## src/rtl/ariane_pkg.sv

```systemverilog
// Shared types for the commit trace transmitter.
//   commit_trace_rec_t : one trace record (kind, priv, rd, is_fp, pc, data)
//   KIND_*             : record kind encoding
//   CAUSE_BREAKPOINT   : exception cause that is hidden while in debug mode
package ariane_pkg;

    localparam logic [1:0]  KIND_INSTR       = 2'd1;
    localparam logic [1:0]  KIND_INSTR_WB    = 2'd2;
    localparam logic [1:0]  KIND_EXC         = 2'd3;
    localparam logic [63:0] CAUSE_BREAKPOINT = 64'd3;

    typedef struct packed {
        logic [1:0]  kind;
        logic [1:0]  priv;
        logic [4:0]  rd;
        logic        is_fp;
        logic [63:0] pc;
        logic [63:0] data;
    } commit_trace_rec_t;

endpackage

```

## src/rtl/commit_trace_fifo.sv

```systemverilog
// Record FIFO: up to NR_PUSH records written per cycle, one read per cycle,
// first-word-fall-through head.
//   clk_i, rst_ni : clock, async active-low reset
//   push_cnt_i    : number of entries of push_rec_i to write (lowest first)
//   push_rec_i    : compacted records to write
//   pop_i         : consume the head entry
//   count_o       : occupancy
//   head_o        : head entry, '0 when empty
// The caller guarantees push_cnt_i fits in the free space after the pop.
module commit_trace_fifo
    import ariane_pkg::*;
#(
    parameter  int unsigned DEPTH   = 8,
    parameter  int unsigned NR_PUSH = 3,
    localparam int unsigned AW      = $clog2(DEPTH),
    localparam int unsigned CW      = AW + 1,
    localparam int unsigned PW      = $clog2(NR_PUSH + 1)
) (
    input  logic                            clk_i,
    input  logic                            rst_ni,
    input  logic [PW-1:0]                   push_cnt_i,
    input  commit_trace_rec_t [NR_PUSH-1:0] push_rec_i,
    input  logic                            pop_i,
    output logic [CW-1:0]                   count_o,
    output commit_trace_rec_t               head_o
);

    commit_trace_rec_t mem_q [DEPTH];
    logic [AW-1:0]     rptr_q, wptr_q;
    logic [CW-1:0]     count_q;

    always_ff @(posedge clk_i or negedge rst_ni) begin
        if (!rst_ni) begin
            rptr_q  <= '0;
            wptr_q  <= '0;
            count_q <= '0;
        end else begin
            // DEPTH is a power of two, so natural overflow wraps the pointers.
            rptr_q  <= rptr_q + AW'(pop_i);
            wptr_q  <= wptr_q + AW'(push_cnt_i);
            count_q <= count_q - CW'(pop_i) + CW'(push_cnt_i);
        end
    end

    // Storage is not reset; an empty FIFO never exposes it.
    always_ff @(posedge clk_i) begin
        for (int i = 0; i < int'(NR_PUSH); i++) begin
            if (i < int'(push_cnt_i)) begin
                mem_q[wptr_q + AW'(i)] <= push_rec_i[i];
            end
        end
    end

    assign count_o = count_q;
    assign head_o  = (count_q != '0) ? mem_q[rptr_q] : '0;

endmodule

```

## src/rtl/commit_trace_tx.sv

```systemverilog
// Commit trace transmitter: turns retiring instructions and commit-time
// exceptions into trace records, queues them, and streams them out with a
// valid/ready handshake. A cycle's records are queued all-or-nothing;
// rejected records are counted in a saturating drop counter.
//   commit_*_i, we_*_i, wdata_i : per-port commit information (flattened)
//   priv_lvl_i, debug_mode_i    : core state attached to / filtering records
//   ex_valid_i/cause_i/tval_i   : exception at commit
//   trace_valid_o/ready_i/rec_o : record stream (FWFT head)
//   drop_cnt_o, overflow_o      : saturating drop count, sticky drop flag
module commit_trace_tx
    import ariane_pkg::*;
#(
    parameter int unsigned DEPTH           = 8,
    parameter int unsigned NR_COMMIT_PORTS = 2
) (
    input  logic                         clk_i,
    input  logic                         rst_ni,
    input  logic                         enable_i,
    input  logic [NR_COMMIT_PORTS-1:0]    commit_ack_i,
    input  logic [NR_COMMIT_PORTS*64-1:0] commit_pc_i,
    input  logic [NR_COMMIT_PORTS*5-1:0]  commit_rd_i,
    input  logic [NR_COMMIT_PORTS-1:0]    we_gpr_i,
    input  logic [NR_COMMIT_PORTS-1:0]    we_fpr_i,
    input  logic [NR_COMMIT_PORTS*64-1:0] wdata_i,
    input  logic [1:0]                   priv_lvl_i,
    input  logic                         debug_mode_i,
    input  logic                         ex_valid_i,
    input  logic [63:0]                  ex_cause_i,
    input  logic [63:0]                  ex_tval_i,
    output logic                         trace_valid_o,
    input  logic                         trace_ready_i,
    output commit_trace_rec_t            trace_rec_o,
    output logic [15:0]                  drop_cnt_o,
    output logic                         overflow_o
);

    localparam int unsigned NR_PUSH = NR_COMMIT_PORTS + 1;
    localparam int unsigned AW      = $clog2(DEPTH);
    localparam int unsigned CW      = AW + 1;
    localparam int unsigned PW      = $clog2(NR_PUSH + 1);

    commit_trace_rec_t [NR_PUSH-1:0] recs;
    logic [PW-1:0]                   n_rec;
    logic [PW-1:0]                   push_cnt;
    logic [CW-1:0]                   count;
    logic [CW:0]                     free_slots;
    logic                            pop, fits, do_drop;
    logic [16:0]                     drop_sum;
    logic [15:0]                     drop_cnt_q, drop_cnt_d;
    logic                            overflow_q, overflow_d;

    // Records are packed densely: acked ports in port order, then the exception.
    always_comb begin
        recs  = '0;
        n_rec = '0;
        for (int p = 0; p < int'(NR_COMMIT_PORTS); p++) begin
            if (commit_ack_i[p]) begin
                recs[n_rec].priv = priv_lvl_i;
                recs[n_rec].rd   = commit_rd_i[p*5 +: 5];
                recs[n_rec].pc   = commit_pc_i[p*64 +: 64];
                if (we_gpr_i[p] || we_fpr_i[p]) begin
                    recs[n_rec].kind  = KIND_INSTR_WB;
                    recs[n_rec].is_fp = we_fpr_i[p];
                    recs[n_rec].data  = wdata_i[p*64 +: 64];
                end else begin
                    recs[n_rec].kind  = KIND_INSTR;
                end
                n_rec = n_rec + PW'(1);
            end
        end
        // Breakpoints taken in debug mode are the debugger's own traps; hide them.
        if (ex_valid_i && !(debug_mode_i && ex_cause_i == CAUSE_BREAKPOINT)) begin
            recs[n_rec].kind  = KIND_EXC;
            recs[n_rec].priv  = priv_lvl_i;
            recs[n_rec].rd    = ex_cause_i[4:0];
            recs[n_rec].is_fp = ex_cause_i[63];
            recs[n_rec].pc    = commit_pc_i[63:0];
            recs[n_rec].data  = ex_tval_i;
            n_rec = n_rec + PW'(1);
        end
    end

    assign pop        = trace_valid_o & trace_ready_i;
    // A slot freed by this cycle's pop is usable by this cycle's push.
    assign free_slots = (CW+1)'(DEPTH) - {1'b0, count} + (CW+1)'(pop);
    assign fits       = (CW+1)'(n_rec) <= free_slots;
    assign push_cnt   = (enable_i && fits) ? n_rec : '0;
    assign do_drop    = enable_i && (n_rec != '0) && !fits;

    assign drop_sum   = {1'b0, drop_cnt_q} + 17'(n_rec);

    always_comb begin
        drop_cnt_d = drop_cnt_q;
        overflow_d = overflow_q;
        if (do_drop) begin
            drop_cnt_d = drop_sum[16] ? 16'hFFFF : drop_sum[15:0];
            overflow_d = 1'b1;
        end
    end

    always_ff @(posedge clk_i or negedge rst_ni) begin
        if (!rst_ni) begin
            drop_cnt_q <= '0;
            overflow_q <= 1'b0;
        end else begin
            drop_cnt_q <= drop_cnt_d;
            overflow_q <= overflow_d;
        end
    end

    commit_trace_fifo #(
        .DEPTH   (DEPTH),
        .NR_PUSH (NR_PUSH)
    ) u_fifo (
        .clk_i      (clk_i),
        .rst_ni     (rst_ni),
        .push_cnt_i (push_cnt),
        .push_rec_i (recs),
        .pop_i      (pop),
        .count_o    (count),
        .head_o     (trace_rec_o)
    );

    assign trace_valid_o = (count != '0);
    assign drop_cnt_o    = drop_cnt_q;
    assign overflow_o    = overflow_q;

endmodule

```

## config.mk

```make
export PLATFORM = sky130hd
export DESIGN_NAME = commit_trace_tx
export DESIGN_NICKNAME = d
export VERILOG_FILES = /design/src/rtl/ariane_pkg.sv /design/src/rtl/commit_trace_fifo.sv /design/src/rtl/commit_trace_tx.sv
export SDC_FILE = /design/constraint.sdc
export NUM_CORES = 2
export LEC_CHECK = 0
export ABC_AREA = 1
export CELL_PAD_IN_SITES_DETAIL_PLACEMENT = 2
export CELL_PAD_IN_SITES_GLOBAL_PLACEMENT = 2
export CORE_UTILIZATION = 30
export DETAILED_ROUTE_END_ITERATION = 12
export MAX_ROUTING_LAYER = met4
export PLACE_DENSITY = 0.74
export SYNTH_ARGS = -nofsm -noshare
export SYNTH_HDL_FRONTEND = slang
export SYNTH_SLANG_ARGS = --single-unit
```

## constraint.sdc

```tcl
create_clock -name clk_i -period 14.2 [get_ports clk_i]
set_input_delay 2.13 -clock clk_i [delete_from_list [all_inputs] [get_ports clk_i]]
set_output_delay 2.13 -clock clk_i [all_outputs]
set_load 0.05 [all_outputs]
```

==> results.json <==
{
  "worstSkewPairLatency_ns": 0.85,
  "cts_buffer_depth": 3,
  "grt-busiest-layer": "met2",
  "drt-initial-drc-count": 10000,
  "drive_gt1_share_pct": 4.38,
  "end_kind": "flip-flop",
  "outcome": "complete, no violations",
  "grt_max_degree": 215,
  "synth_cell_types": 36,
  "totalWireLength_um": 505000,
  "wl_per_cell_um": 32.0,
  "dieArea_mm2": 0.274,
  "cts_num_sinks": 1131,
  "finalCriticalPeriod_ns": 9.75,
  "rsz0062_at_grt": "false",
  "critPathLaunchType": "input port",
  "worst_pin_slew_ns": 1.40,
  "vias": 96800,
  "async_reset_ff_share_pct": 2.39,
  "slowest_stage": "nand3_4",
  "finalHoldViolations": 0,
  "post_cts_buffers": 0,
  "die_h_um": 523,
  "synth_ff_type": "edfxtp_1",
  "p_leak_nw": 41.4,
  "ys_ff_latch": 1131,
  "met1_usage_pct": 44.8,
  "path_clk_slew_ns": 0.06,
  "max_slew_margin_pct": 6.35,
  "finalCritPeriodShare_pct": 68.7,
  "place_inst": 15500,
  "grt_overflow": 0,
  "hpwlAfterDp_um": 280000,
  "portBuffers": 563,
  "critPathMaxFanout": 78,
  "arrival_ns": 10.20,
  "drtAntennaViolNets": 0,
  "clock.fmax_ghz": 0.103,
  "drc": 0,
  "setup_tns_ns": 0,
  "finalSetupViolCount": 0,
  "crit_chain": "clkdlybuf4s50_1 > inv_6 > ha_1 > nand3_1 > nand2_1 > inv_1 > ha_1 > a21oi_1 > nor2_1 > a31oi_4 > nand3_2 > nor2_4 > buf_4 > buf_4 > nand2_8 > nand3_4 > buf_12",
  "first_pass_iters": 6,
  "synth_edf_count": 1104,
  "syn_nets": 12700,
  "start_util_pct": 30.2,
  "path_buf_inv": 6,
  "core_mm2": 0.271,
  "peakVddDrop_uv": 274,
  "postCtsHoldBufs": 0,
  "grt_usage_pct": 37.1,
  "grt_pass1_wl_um": 722000,
  "die_w_um": 523,
  "numCtsBuffers": 149,
  "yosysWarnings": 0,
  "skew_ns": 0.0345,
  "grtUsageMet3_pct": 5.14,
  "fin_nets": 12500,
  "cts_root_buf": "clkbuf_16",
  "cts-htree-levels": 4,
  "netlist_area_mm2": 0.0816,
  "routed_via_density": 6.12,
  "grt_pass1_vias": 102000,
  "io_pins": 564,
  "hold_class": "flip-flop to flip-flop",
  "crit_family": "buffers and inverters",
  "fin_cells": 15800,
  "drv_slew": 0,
  "slowest_delay_ns": 0.84,
  "cap_violations": 0,
  "yosysSeqAreaShare_pct": 41.5,
  "p_per_area_mw_per_mm2": 226,
  "synthCells": 12200,
  "cts_tree": "done",
  "grt.met2_usage_pct": 58.0,
  "area_growth_syn_to_layout_pct": 15.2,
  "critPathKind": "input port to flip-flop",
  "cp.required_ns": 14.65,
  "num_rows": 191,
  "antenna_found_initial": 16,
  "place.gp.congestion": 0.900,
  "cts_resized": 0,
  "synth.avg_cell_area_um2": 6.67
}
metrics by stage:
step,total power [mW],area [µm²],hold WS (ns),worst slack (ns),utilization (%)
after detailed placement,17.1,89200,0.478,3.89,33.0
final,21.2,94000,0.479,4.45,34.7
after global routing,21.8,93900,0.505,4.26,34.7
after floorplan,12.1,81600,0.442,4.99,-
after global placement,16.7,89200,0.458,4.10,33.0
after CTS,20.9,93900,0.492,4.74,34.7
report_power, final:
part           internal, mW  switching [mW]
registers              5.15           0.328
logic                  2.66            9.21
clock network          2.16            1.70
synthesized netlist by cell type (13+ instances only):
| library cell | n | area (µm²) |
|---|---|---|
| o22ai_1 | 202 | 1260 |
| nand2_1 | 4598 | 17300 |
| edfxtp_1 | 1104 | 33200 |
| xor2_1 | 13 | 114 |
| nor2_1 | 1173 | 4400 |
| buf_2 | 367 | 1840 |
| buf_1 | 45 | 169 |
| o21ai_0 | 1049 | 5250 |
| nand3_1 | 2221 | 11100 |
| inv_1 | 504 | 1890 |
| inv_2 | 93 | 349 |
| ha_1 | 19 | 238 |
| nor3_1 | 13 | 65.1 |
| buf_4 | 44 | 330 |
| clkbuf_1 | 555 | 2080 |
| a31oi_1 | 141 | 882 |
| dfrtp_1 | 27 | 676 |
layout make-up:
class | count | area, µm²
clock buffer | 188 | 3960
clock inverter | 82 | 724
inverter | 598 | 2300
multi-input combinational | 9476 | 41300
fill | 32100 | 177000
timing repair buffer | 747 | 7330
tap | 3570 | 4470
sequential | 1131 | 33800
antenna | 13 | 32.5
worst paths after layout:
check,startpoint,endpoint,slack [ns],cells past startpoint
worst min-delay path,overflow_o,overflow_o,0.48,1
min in group asynchronous,rst_ni,u_fifo.count_o[3],1.70,2
worst max-delay path,commit_ack_i[0],u_fifo.mem_q[7][82],4.45,17
worst max register to register,u_fifo.count_o[2],u_fifo.mem_q[7][82],6.40,19
worst min register to register,overflow_o,overflow_o,0.48,1
max in group asynchronous,rst_ni,u_fifo.rptr_q[1],12.19,2
state kept, by name, indices dropped and copies added (netlist names):
signal / count
overflow_o: 1
u_fifo.mem_q: 1104
drop_cnt_o: 16
u_fifo.count_o: 4
u_fifo.wptr_q: 3
u_fifo.rptr_q: 3
cells in the final DEF, fill, tap and decap left out, types with 153 or more instances in the layout:
cell	instances
buf_4	159
clkdlybuf4s50_1	563
o22ai_1	202
nand2_1	4590
inv_1	500
o21ai_0	1049
edfxtp_1	1104
nor2_1	1166
nand3_1	2211
clkbuf_16	153
kinds of logic (layout without fill, tap and decap cells):
family | count (synthesis) | count (layout) | synth area share (%)
compound gates | 1400 | 1400 | 9.14
xor+xnor | 19 | 19 | 0.204
simple gates | 8035 | 8035 | 40.5
flops | 1131 | 1131 | 41.5
other cells | 0 | 13 | 0
fa+ha+maj | 22 | 22 | 0.365
buf+inv | 1619 | 1615 | 8.31
worst register-to-register path: stages (launching register included):
cell and delay [ns]:
dfrtp_1 0.37, inv_1 0.17, ha_1 0.23, nand3_4 0.45, nand2_1 0.33, ha_1 0.21, inv_1 0.07, ha_1 0.27
inv_1 0.05, ha_1 0.32, a21oi_1 0.15, nor2_1 0.10, a31oi_4 0.31, nand3_2 0.52, nor2_4 0.21, buf_4 0.62
buf_4 0.73, nand2_8 0.61, nand3_4 0.88, buf_12 0.64
per-layer routing:
layer,vias to the layer above,wire length [µm]
li1,40200,-
met1,49800,198000
met4,0,36400
met2,5208,231000
met5,-,0
met3,1554,40400
Power figures use the tool's default switching activity.
